--- src/rtl/i2s_slave_transceiver.sv ---
// Full-duplex I2S target: sclk/ws come from an external master and are oversampled on mclk.
// Receives left/right words MSB first with the standard one-bit delay and transmits held samples.
module i2s_slave_transceiver #(
  parameter int d_width     = 24,
  parameter int sync_stages = 2
) (
  input  logic               mclk,
  input  logic               reset,
  input  logic               sclk,
  input  logic               ws,
  input  logic               sd_rx,
  output logic               sd_tx,
  input  logic [d_width-1:0] l_data_tx,
  input  logic [d_width-1:0] r_data_tx,
  output logic               tx_load,
  output logic [d_width-1:0] l_data_rx,
  output logic [d_width-1:0] r_data_rx,
  output logic               rx_valid,
  output logic               frame_err,
  output logic               synced
);

  localparam int CW = $clog2(d_width + 1);

  logic [sync_stages-1:0] r_sclk_sync;
  logic [sync_stages-1:0] r_ws_sync;
  logic [sync_stages-1:0] r_sd_sync;
  logic                   r_sclk_d;

  logic [d_width-1:0] r_rx_shift;
  logic [CW-1:0]      r_rx_cnt;
  logic               r_ws_prev;
  logic               r_synced;
  logic               r_left_ok;
  logic [d_width-1:0] r_l_data;
  logic [d_width-1:0] r_r_data;
  logic               r_rx_valid;
  logic               r_frame_err;

  logic [d_width-1:0] r_tx_shift;
  logic [d_width-1:0] r_r_hold;
  logic               r_sd_tx;

  logic               w_sclk_s;
  logic               w_ws_s;
  logic               w_sd_s;
  logic               w_rise;
  logic               w_fall;
  logic               w_bit_ok;
  logic [d_width-1:0] w_rx_shift_nxt;
  logic [CW-1:0]      w_rx_cnt_nxt;
  logic               w_boundary;
  logic               w_word_full;
  logic               w_tx_cap;

  // All three inputs share the same depth so ws/sd stay aligned with the sclk edge event.
  always_ff @(posedge mclk) begin
    if (reset) begin
      r_sclk_sync <= '0;
      r_ws_sync   <= '0;
      r_sd_sync   <= '0;
      r_sclk_d    <= 1'b0;
    end else begin
      r_sclk_sync <= {r_sclk_sync[sync_stages-2:0], sclk};
      r_ws_sync   <= {r_ws_sync[sync_stages-2:0], ws};
      r_sd_sync   <= {r_sd_sync[sync_stages-2:0], sd_rx};
      r_sclk_d    <= w_sclk_s;
    end
  end

  assign w_sclk_s       = r_sclk_sync[sync_stages-1];
  assign w_ws_s         = r_ws_sync[sync_stages-1];
  assign w_sd_s         = r_sd_sync[sync_stages-1];
  assign w_rise         = w_sclk_s & ~r_sclk_d;
  assign w_fall         = ~w_sclk_s & r_sclk_d;
  assign w_bit_ok       = (r_rx_cnt < CW'(d_width));
  assign w_rx_shift_nxt = w_bit_ok ? {r_rx_shift[d_width-2:0], w_sd_s} : r_rx_shift;
  assign w_rx_cnt_nxt   = w_bit_ok ? (r_rx_cnt + CW'(1)) : r_rx_cnt;
  assign w_boundary     = w_rise & (w_ws_s != r_ws_prev);
  assign w_word_full    = (w_rx_cnt_nxt == CW'(d_width));
  assign w_tx_cap       = w_boundary & ~w_ws_s;

  // The bit sampled on the boundary rise is still the LSB of the word that just ended.
  always_ff @(posedge mclk) begin
    if (reset) begin
      r_rx_shift  <= '0;
      r_rx_cnt    <= '0;
      r_ws_prev   <= 1'b0;
      r_synced    <= 1'b0;
      r_left_ok   <= 1'b0;
      r_l_data    <= '0;
      r_r_data    <= '0;
      r_rx_valid  <= 1'b0;
      r_frame_err <= 1'b0;
    end else begin
      r_rx_valid  <= 1'b0;
      r_frame_err <= 1'b0;
      if (w_boundary) begin
        r_rx_shift <= '0;
        r_rx_cnt   <= '0;
        r_ws_prev  <= w_ws_s;
        if (!r_synced) begin
          r_synced  <= 1'b1;
          r_left_ok <= 1'b0;
        end else if (w_word_full) begin
          if (r_ws_prev) begin
            r_r_data   <= w_rx_shift_nxt;
            r_rx_valid <= r_left_ok;
            r_left_ok  <= 1'b0;
          end else begin
            r_l_data  <= w_rx_shift_nxt;
            r_left_ok <= 1'b1;
          end
        end else begin
          r_frame_err <= 1'b1;
          r_left_ok   <= 1'b0;
        end
      end else if (w_rise) begin
        r_rx_shift <= w_rx_shift_nxt;
        r_rx_cnt   <= w_rx_cnt_nxt;
      end
    end
  end

  // Both samples are captured at the ws fall so a frame always carries a matched pair.
  always_ff @(posedge mclk) begin
    if (reset) begin
      r_tx_shift <= '0;
      r_r_hold   <= '0;
      r_sd_tx    <= 1'b0;
    end else begin
      if (w_boundary) begin
        if (w_ws_s) begin
          r_tx_shift <= r_r_hold;
        end else begin
          r_r_hold   <= r_data_tx;
          r_tx_shift <= l_data_tx;
        end
      end else if (w_fall) begin
        r_sd_tx    <= r_tx_shift[d_width-1];
        r_tx_shift <= {r_tx_shift[d_width-2:0], 1'b0};
      end
    end
  end

  // Pulse semantics: tx_load is high in the cycle whose closing edge captures l/r_data_tx;
  // rx_valid and frame_err are single-cycle strobes with no back-pressure.
  assign tx_load   = w_tx_cap & ~reset;
  assign sd_tx     = r_sd_tx;
  assign l_data_rx = r_l_data;
  assign r_data_rx = r_r_data;
  assign rx_valid  = r_rx_valid;
  assign frame_err = r_frame_err;
  assign synced    = r_synced;

endmodule

--- config.mk ---
export PLATFORM = sky130hd
export DESIGN_NAME = i2s_slave_transceiver
export DESIGN_NICKNAME = d
export VERILOG_FILES = /design/src/rtl/i2s_slave_transceiver.sv
export SDC_FILE = /design/constraint.sdc
export NUM_CORES = 1
export LEC_CHECK = 0
export ABC_AREA = 1
export BUFFER_PORTS_ARGS = -buffer_cell sky130_fd_sc_hd__buf_2
export CORE_MARGIN = 2
export CORE_UTILIZATION = 40
export CTS_CLUSTER_DIAMETER = 60
export DETAILED_ROUTE_END_ITERATION = 8
export PLACE_DENSITY = 0.69
export SYNTH_ARGS = -nofsm -noshare
export SYNTH_HDL_FRONTEND = slang
export SYNTH_SLANG_ARGS = --single-unit
--- constraint.sdc ---
create_clock -name mclk -period 1.68 [get_ports mclk]
set_input_delay 0.336 -clock mclk [delete_from_list [all_inputs] [get_ports mclk]]
set_output_delay 0.336 -clock mclk [all_outputs]
set_load 0.01 [all_outputs]
Word-level counts from Yosys, hierarchy flattened

Index checks and enable logic that the tools add are counted.

Add/subtract/negate cells: 1
Bitwise operators: 13
Mux-type cells: 9
Reductions and logical operators: 8
Divide/modulo/power cells: 0
Multipliers: 0
Magnitude comparators: 1
Shift operators: 0
Equal/unequal tests: 2

Operators with widths:

| kind                  | number |
|---|---|
| $mux W24              | 4 |
| $not A1 Y1            | 8 |
| $reduce_and A4 Y1     | 2 |
| $add A5 B1 Y5 const B | 1 |
| $and A1 B1 Y1         | 5 |
| $eq A5 B5 Y1 const B  | 1 |
| $lt A5 B5 Y1 const B  | 1 |
| $mux W5               | 1 |
| $reduce_or A5 Y1      | 1 |
| $mux W1               | 4 |
| $reduce_and A2 Y1     | 2 |
| $reduce_or A3 Y1      | 1 |
| $reduce_bool A2 Y1    | 1 |
| $reduce_or A2 Y1      | 1 |
| $ne A1 B1 Y1          | 1 |

Bits in registers: 138
Memory bits (read-only): 0
Memories kept: 0
Word-level logic and storage cells: 50
Bits of input ports: 53
Memory bits (writable): 0
Output and inout bits: 53
Bits in latches: 0

Logic depth before layout (Yosys ltp)

Gate-level depths: netlist of run 1.

Depth after elaboration: 5
Mapped depth: 11
Depth with buffers taken out: 10

Worst setup path before layout of run 1

OpenSTA, ideal clock, no wires.

Path type: reg2reg
Start: reg r_rx_cnt[0]
End: reg r_r_data[10] (netlist: r_data_rx[10])
Buffers on the path: 1
Slack: 0.024 ns
Arrival time: 1.592 ns
Cell stages (with the launch flop): 12
Required time: 1.616 ns
Period minus slack after synthesis: 1.656 ns
Setup time: 0.064 ns
Cell sequence: dfxtp_1 -> ha_1 -> inv_1 -> nand2_1 -> nand2_1 -> nand3_1 -> nor2_4 -> nand3_2 -> buf_2 -> nand2_1 -> inv_1 -> nor2_1

Word-level cells in the longest chain between the ends: 4
Elaborated cells on any way between the ends: 6
Classes of those cells: 1 x add/sub; 1 x order compare; 1 x eq/ne; 2 x mux; 1 x reduce/logical

Ends and longest elaborated chain:

| what                                          | RTL line | RTL |
|---|---|---|
| start: declaration                            | 31       | `logic [CW-1:0] r_rx_cnt;` |
| start signal: assignment                      | 120      | `r_rx_cnt <= w_rx_cnt_nxt;` |
| $add A5 B1 Y5 or $lt A5 B5 Y1 (tied branches) | 78, 76   |  |
| $mux W5                                       | 78       | `assign w_rx_cnt_nxt = w_bit_ok ? (r_rx_cnt + CW'(1)) : r_rx_cnt;` |
| $eq A5 B5 Y1                                  | 80       | `assign w_word_full = (w_rx_cnt_nxt == CW'(d_width));` |
| $reduce_and A4 Y1 (no line)                   | --       |  |
| end signal: assignment                        | 107      | `r_r_data <= w_rx_shift_nxt;` |
| end: declaration                              | 36       | `logic [d_width-1:0] r_r_data;` |

Parallel ways exist; a longest one is shown, timed or not.
A chain may end at the register's enable or synchronous reset.

Worst setup path in the final report of run 1

Start: reg r_rx_cnt[1]
End: reg r_l_data[12] (netlist: l_data_rx[12])

Word-level cells in the longest chain between the ends: 4
Elaborated cells on any way between the ends: 6
Classes of those cells: 1 x add/sub; 1 x order compare; 1 x eq/ne; 2 x mux; 1 x reduce/logical

Ends and longest elaborated chain:

| what                                          | RTL line | RTL |
|---|---|---|
| $add A5 B1 Y5 or $lt A5 B5 Y1 (tied branches) | 78, 76   |  |
| $mux W5                                       | 78       |  |
| $eq A5 B5 Y1                                  | 80       |  |
| $reduce_and A4 Y1 (no line)                   | --       |  |
| end signal: assignment                        | 111      | `r_l_data <= w_rx_shift_nxt;` |
| end: declaration                              | 35       | `logic [d_width-1:0] r_l_data;` |

Parallel ways exist; a longest one is shown, timed or not.

==> results of run 1 <==
[worst max-delay path: cells and delay by family, from the launching register on]
kind                     cells  cell delay [ns]
adder cells (fa/ha/maj)      1             0.23
buffers and inverters        3             0.41
flip-flops                   1             0.36
AND/OR/NAND/NOR              7             0.62
[power groups by stage]
stage	Sequential, mW	Combinational [mW]	Clock, mW
3_5_place_dp	3.45	0.347	0
6_report	3.39	0.375	4.00
2_1_floorplan	3.45	0.201	0
5_1_grt	3.39	0.424	4.21
4_1_cts	3.38	0.363	4.06
3_3_place_gp	3.45	0.345	0
[per-layer routing]
layer / vias to the layer above / global-route usage [%] / wire length, um
met4: 0 / 6.32 / 272
met2: 157 / 32.0 / 7270
li1: 2819 / - / -
met5: - / 0 / 0
met3: 20 / 5.17 / 771
met1: 2512 / 22.4 / 6550
[final cells by class]
class | instances | area [um2] | share of cell area [%]
inverters | 96 | 363 | 4.65
clock inverters | 11 | 166 | 2.13
repair buffers | 165 | 1230 | 15.8
flip-flops and latches | 138 | 2780 | 35.6
well taps | 180 | 225 | 2.89
clock buffers | 21 | 470 | 6.03
multi-input cells | 503 | 2570 | 33.0
[logic make-up (layout without fill, tap and decap cells)]
logic type / count (synthesis) / count (layout) / synth area share (%)
adder cells (fa/ha/maj): 1 / 1 / 0.217
multiplexers: 20 / 20 / 3.47
AO/OA/AOI/OAI: 159 / 159 / 14.4
AND/OR/NAND/NOR: 323 / 323 / 23.9
flip-flops: 138 / 138 / 47.9
buffers and inverters: 147 / 293 / 10.1
[layout by cell type, fill, tap and decap left out, drive strengths merged]
cell type / n
inv: 97
bufinv: 4
clkbuf: 28
a21oi: 32
clkinv: 3
clkinvlp: 3
dfxtp: 138
ha: 1
o21ai: 102
mux2i: 20
nand4: 25
nand2: 172
nand3: 34
a31oi: 25
nor3: 2
nor2: 90
buf: 158
[path summary, 6_finish.rpt]
kind | slack [ns] | to
max | -0.05 | l_data_rx[12]
min | 0.11 | r_r_hold[10]
max reg2reg | -0.05 | l_data_rx[12]
min reg2reg | 0.40 | r_sclk_sync[1]
[state kept, by name, indices dropped and copies added (netlist names)]
signal	count
l_data_rx	24
synced	1
r_tx_shift	24
r_ws_prev	1
r_sclk_sync	2
r_ws_sync	2
r_sd_sync	2
sd_tx	1
frame_err	1
r_left_ok	1
r_sclk_d	1
r_rx_shift	24
r_r_hold	24
rx_valid	1
r_rx_cnt	5
r_data_rx	24
[timing repair]
item | in CTS | in global routing
pin swaps | 4 | 24
resized for setup | 15 | 55
endpoints found under the setup margin | 45 | 57
buffers inserted | 9 | 2
gates cloned | 1 | 9
==> summary.md, run 1 <==
| Metric | Value |
|---|---|
| Worst min-delay path class | `in -> reg` |
| Top cell type's share of synthesized area | `between 40% and 50%` |
| Buffer levels on the longest clock path | `2` |
| Part of the total power dissipated in the clock network | `51.5%` |
| Switching power | `approximately 1.7 mW` |
| Final number of setup-violating endpoints | `23` |
| Utilization of the core after routing | `55.8%` |
| Final instance area | `around 7800 um2` |
| Critical path start-end classification | `reg -> reg` |
| Number of maximum-capacitance violations | `0` |
| Most used DFF post-synth | `sky130_fd_sc_hd__dfxtp_1` |
| Largest net degree at the start of global routing | `57` |
| Wire length of the first global-routing pass | `between 20 and 25 mm` |
| Initial antenna violation count | `0` |
| Internal power | `a little over 6 mW` |
| Antenna viol nets, final | `0` |
| Part of the total power dissipated in combinational logic | `4.8%` |
| Critical Path Most Common Cell | `sky130_fd_sc_hd__nand2_2` |
| Final-report max-slew violation count | `0` |
| Origin of the critical flop-to-flop path | `r_rx_cnt[1]` |
| Run status | `complete, but fails checks` |
| Maximum clock skew at final layout | `around 0.008 ns` |
| Synth top area cells | `sky130_fd_sc_hd__dfxtp_1 (48%), sky130_fd_sc_hd__nand2_1 (11%), sky130_fd_sc_hd__o21ai_0 (8.8%)` |
| Violated checks | `setup timing` |
| RePlAce Congestion | `around 0.85` |
| Crit path launch | `r_rx_cnt[1]` |
| Dpl hpwl | `approximately 9.0 mm` |
| Total of hold buffers inserted after clock tree synthesis | `0` |
| Startpoint kind of the worst setup timing path | `register` |
| R2r worst-path depth | `11` |
| Post-Synthesis Net Count | `between 800 and 900` |
| Number of enable-type register cells in the synthesized netlist | `0` |
| # port buffers | `about 110` |
| Required time of the critical path | `around 2.0 ns` |
| Setup repair after global routing missed its margin | `true` |
| Biggest cell delay along the critical path | `about 0.36 ns` |
| Sw Ratio | `between 20% and 30%` |
| Number of instances on the worst hold path | `3` |
| Worst slack after detailed placement | `-0.0525 ns` |
| Instance area at placement | `roughly 6700 um2` |
| Number of warnings issued by yosys | `0` |
| Number of violations reported at the end of detailed-routing iteration 0 | `415` |
| Standby leakage power | `between 3 and 4 nW` |
| Minimum hold slack | `about 0.11 ns` |
| Tightest Pin Transition | `0.485 ns` |
| Synthesized flop and latch total | `approximately 140` |
| Initial Utilization | `between 40 and 50%` |
| Total placed cells including tap cells | `1062` |
| Layout cells sized above 1 | `between 20% and 30%` |
| Clock transition at the register clock pins on the worst setup and hold paths after CTS | `0.06 ns` |
| Die width | `124 um` |
| Type of element capturing the critical path | `register` |
| Worst hold start | `r_data_tx[10]` |
| Placeable core area | `approximately 14000 um2` |
| Max Clk Rate | `~580 MHz` |
| Nets | `about 980` |
| Cells after synthesis | `788` |
| Crit-path max FO | `12` |
| I/O pin count | `~110` |
| FP Rows | `43` |
| Ordered list of cells on the worst path | `ha_4 > inv_2 > nand2_2 > nand2_2 > nand3_4 > nor2_4 > buf_12 > clkbuf_16 > nand3_1 > nand2_1 > nor2_1` |
| Worst path setup slack after routing | `-0.0497 ns` |
| Fin crit share | `103%` |
| Final hold vios | `0` |
| Buffer type at the clock tree root | `sky130_fd_sc_hd__clkbuf_16` |
| Number of library cell types mapped by synthesis | `24` |
| Iteration count of the initial detailed-routing pass | `5` |
| Post-synthesis cell type with the largest combined area | `sky130_fd_sc_hd__dfxtp_1` |
| Die Ht | `around 120 um` |
| Mapped Area | `between 5000 and 6000 um2` |
| Shortest period the worst path allows | `about 1.7 ns` |
| Number of clock sinks seen by CTS | `138` |
| Area added between synthesis and finish | `35.4%` |
| Number of antenna repair diodes | `0` |
| Arrival time reported for the critical path endpoint | `2.04 ns` |
| Sequential area share after synthesis | `47.9%` |
| Total Die Area | `between 15000 and 20000 um2` |
| Sum of routed wire length over all layers | `between 10 and 15 mm` |
| PD cells | `between 900 and 1000 nW/um2` |
| Final non-filler cell total | `1114` |
| Overflow left after global routing | `0` |
| Number of global-route vias before repair | `roughly 5000` |
| H-Tree Level Count | `4` |
| Total number of vias | `around 5500` |
| Register share of total power | `43.6%` |
| Power, Total | `7.76 mW` |
| DRC violations left | `0` |
| Clock tree from TritonCTS | `yes` |
| Most instantiated cells after synthesis | `sky130_fd_sc_hd__nand2_1 (172), sky130_fd_sc_hd__dfxtp_1 (138), sky130_fd_sc_hd__o21ai_0 (101)` |
| Number of buffers added by the clock tree synthesis step | `17` |
| Via count normalized by instance count | `4.94` |
| Worst max-slew margin expressed relative to the limit | `between 60% and 70%` |
| Most common cell in the synthesized netlist | `sky130_fd_sc_hd__nand2_1` |
| Per-instance average area after synthesis | `7.31 um2` |
| Setup TNS | `-0.336 ns` |
| Global router's overall resource usage | `18.6%` |
| Crit path max-delay cell type | `sky130_fd_sc_hd__dfxtp_4` |
| Peak supply drop | `roughly 0.00075 V` |
| Clock latency on the worst-skew pair | `approximately 0.42 ns` |
| Final routed wire length divided by cell count | `13.3 um` |
| Layout filler cell count | `1310` |
| Share of async-settable or async-resettable flops after synthesis | `0%` |
No activity file was read; power rests on OpenSTA's default activity.
==> run 2, diff against run 1 <==
--- a/config.mk
+++ b/config.mk
@@ -11,7 +11,7 @@
 export CORE_UTILIZATION = 40
 export CTS_CLUSTER_DIAMETER = 60
 export DETAILED_ROUTE_END_ITERATION = 8
-export PLACE_DENSITY = 0.69
+export PLACE_DENSITY = 0.67
 export SYNTH_ARGS = -nofsm -noshare
 export SYNTH_HDL_FRONTEND = slang
 export SYNTH_SLANG_ARGS = --single-unit
==> constraint.sdc (replaced) <==
create_clock -name mclk -period 2 [get_ports mclk]
set_input_delay 0.4 -clock mclk [delete_from_list [all_inputs] [get_ports mclk]]
set_output_delay 0.4 -clock mclk [all_outputs]
set_load 0.01 [all_outputs]
==> run 2 against run 1 <==
Net effect: the run now ends clean; clock skew barely moved; via count fell by 4.5%; combinational power decreased by 25%; sequential power fell by 16%; worst hold slack better by 0.067 ns; flip-flop and latch count is the same; critical path depth is 4 lower; cell area down 8.7%; die area did not move; global-route usage is 0.12 points higher; non-clock buffer count shrank 35; register-to-register slack improved by 0.23 ns.
==> summary.md, run 2 (synthesis results as in run 1) <==
| Metric | Value |
|---|---|
| Peak supply drop | `0.000572 V` |
| Clock transition at the register clock pins on the worst setup and hold paths after CTS | `~0.060 ns` |
| Number of clock sinks seen by CTS | `around 140` |
| Fin crit share | `93.0%` |
| Internal power | `4.82 mW` |
| Worst max-slew margin expressed relative to the limit | `about two thirds` |
| Met2 track demand over resource | `a little under a third` |
| Crit-path max FO | `5` |
| Standby leakage power | `~3.3 nW` |
| Clock latency on the worst-skew pair | `between 0.4 and 0.5 ns` |
| Number of antenna repair diodes | `0` |
| Type of element capturing the critical path | `output pin` |
| I/O pin count | `between 100 and 150` |
| Buffer levels on the longest clock path | `2` |
| Die Ht | `124 um` |
| Total number of vias | `5261` |
| Met1 demand-to-capacity share in global routing | `a little under a quarter` |
| Tightest Pin Transition | `~0.47 ns` |
| Final non-filler cell total | `about 1100` |
| Wire length of the first global-routing pass | `between 20 and 25 mm` |
| Sum of routed wire length over all layers | `about 14 mm` |
| Antenna viol nets, final | `0` |
| Worst path setup slack after routing | `0.140 ns` |
| Final hold vios | `0` |
| Placeable core area | `14000 um2` |
| PD cells | `~860 nW/um2` |
| Final routed wire length divided by cell count | `~13 um` |
| Part of the total power dissipated in combinational logic | `roughly 4.5%` |
| Required time of the critical path | `roughly 1.6 ns` |
| RePlAce Congestion | `approximately 0.8` |
| Number of buffers added by the clock tree synthesis step | `17` |
| Initial Utilization | `between 40 and 50%` |
| Origin of the critical flop-to-flop path | `r_rx_cnt[1]` |
| Iteration count of the initial detailed-routing pass | `4` |
| Largest net degree at the start of global routing | `between 50 and 60` |
| Final-report max-slew violation count | `0` |
| Worst slack after detailed placement | `around 0.15 ns` |
| Clock tree from TritonCTS | `yes` |
| Top library cells by usage in the layout, fill and taps aside | `sky130_fd_sc_hd__nand2_1 (170), sky130_fd_sc_hd__dfxtp_1 (137), sky130_fd_sc_hd__buf_2 (105), sky130_fd_sc_hd__o21ai_0 (100), sky130_fd_sc_hd__inv_1 (91)` |
| Layout cells sized above 1 | `19.5%` |
| Number of maximum-capacitance violations | `0` |
| Crit path launch | `r_ws_prev` |
| Run status | `finished, final reports clean` |
| Worst min-delay path class | `in -> reg` |
| Overflow left after global routing | `0` |
| Total Die Area | `roughly 15000 um2` |
| FP Rows | `43` |
| Buffer type at the clock tree root | `sky130_fd_sc_hd__clkbuf_16` |
| Setup TNS | `0 ns` |
| Worst hold start | `r_data_tx[8]` |
| Most common library cell in the layout ignoring fill and taps | `sky130_fd_sc_hd__nand2_1` |
| Area added between synthesis and finish | `23.7%` |
| Sw Ratio | `~22%` |
| Dpl hpwl | `8.87 mm` |
| Critical path start-end classification | `reg -> out` |
| Final number of setup-violating endpoints | `0` |
| Number of violations reported at the end of detailed-routing iteration 0 | `around 350` |
| Shortest period the worst path allows | `between 1.5 and 2 ns` |
| Max Clk Rate | `538 MHz` |
| DRC violations left | `0` |
| Layout filler cell count | `roughly 1400` |
| Maximum clock skew at final layout | `~0.0077 ns` |
| Global router's overall resource usage | `18.8%` |
| Die width | `roughly 120 um` |
| Nets | `940` |
| Met3 routing resource usage after global routing | `6.09%` |
| Total placed cells including tap cells | `roughly 1000` |
| Via count normalized by instance count | `~4.9` |
| Arrival time reported for the critical path endpoint | `about 1.5 ns` |
| Switching power | `approximately 1.3 mW` |
| Initial antenna violation count | `0` |
| Total of hold buffers inserted after clock tree synthesis | `0` |
| Setup repair after global routing missed its margin | `false` |
| Startpoint kind of the worst setup timing path | `register` |
| Register share of total power | `between 40 and 50%` |
| Busiest grt layer | `met2` |
| Part of the total power dissipated in the clock network | `49.2%` |
| H-Tree Level Count | `4` |
| # port buffers | `105` |
| Number of global-route vias before repair | `approximately 4900` |
run 2: cell types whose count changed in the layout (fill, tap and decap cells not counted), sizes merged:
cell	change
inv	-1
clkinvlp	-3
clkbuf	-8
clkinv	+5
buf	-28
bufinv	-2
run 2: layout make-up:
cell class	count	area, um2	area share, %
tap	180	225	3.16
multi-input combinational	503	2430	34.1
timing repair buffer	130	779	10.9
inverter	96	360	5.06
clock buffer	20	467	6.55
clock inverter	10	100	1.40
sequential	138	2770	38.8
run 2: timing repair:
| action | in CTS | in global routing |
|---|---|---|
| buffers inserted | 1 | 0 |
| endpoints found under the setup margin | 1 | 25 |
| resized for setup | 2 | 5 |
run 2: per-stage QoR:
step | instance area (um2) | util [%] | hold slack (ns) | power, mW
2_1_floorplan | 5760 | - | 0.388 | 3.06
3_3_place_gp | 6530 | 46.7 | 0.396 | 3.18
3_5_place_dp | 6530 | 46.7 | 0.404 | 3.18
4_1_cts | 7110 | 50.9 | 0.161 | 6.20
5_1_grt | 7130 | 50.9 | 0.175 | 6.38
6_report | 7130 | 50.9 | 0.173 | 6.15
run 2: worst max-delay path: stages (launching register included):
cell and delay (ns):
sky130_fd_sc_hd__dfxtp_1 0.36, sky130_fd_sc_hd__inv_2 0.07, sky130_fd_sc_hd__nand2_1 0.10, sky130_fd_sc_hd__nand3_4 0.09, sky130_fd_sc_hd__nor2_4 0.09, sky130_fd_sc_hd__nand2_1 0.08, sky130_fd_sc_hd__inv_2 0.10, sky130_fd_sc_hd__buf_2 0.14
run 2: power by group through the flow:
stage	sequential (mW)	combinational (mW)	clock, mW
2_1_floorplan	2.89	0.169	0
3_3_place_gp	2.90	0.279	0
3_5_place_dp	2.90	0.280	0
4_1_cts	2.85	0.282	3.07
5_1_grt	2.85	0.323	3.20
6_report	2.85	0.280	3.03
run 2: layer usage:
| layer | vias up | routed length, um |
|---|---|---|
| li1 | 2735 | - |
| met1 | 2352 | 6210 |
| met2 | 151 | 6310 |
| met3 | 23 | 813 |
| met4 | 0 | 248 |
| met5 | - | 0 |
run 2: worst paths after layout:
| check | endpoint | slack (ns) | cells after the start |
|---|---|---|---|
| worst max-delay path | tx_load | 0.14 | 7 |
| worst min-delay path | r_r_hold[8] | 0.17 | 3 |
| worst max register to register | r_data_rx[3] | 0.18 | 11 |
| worst min register to register | r_sclk_sync[1] | 0.41 | 2 |
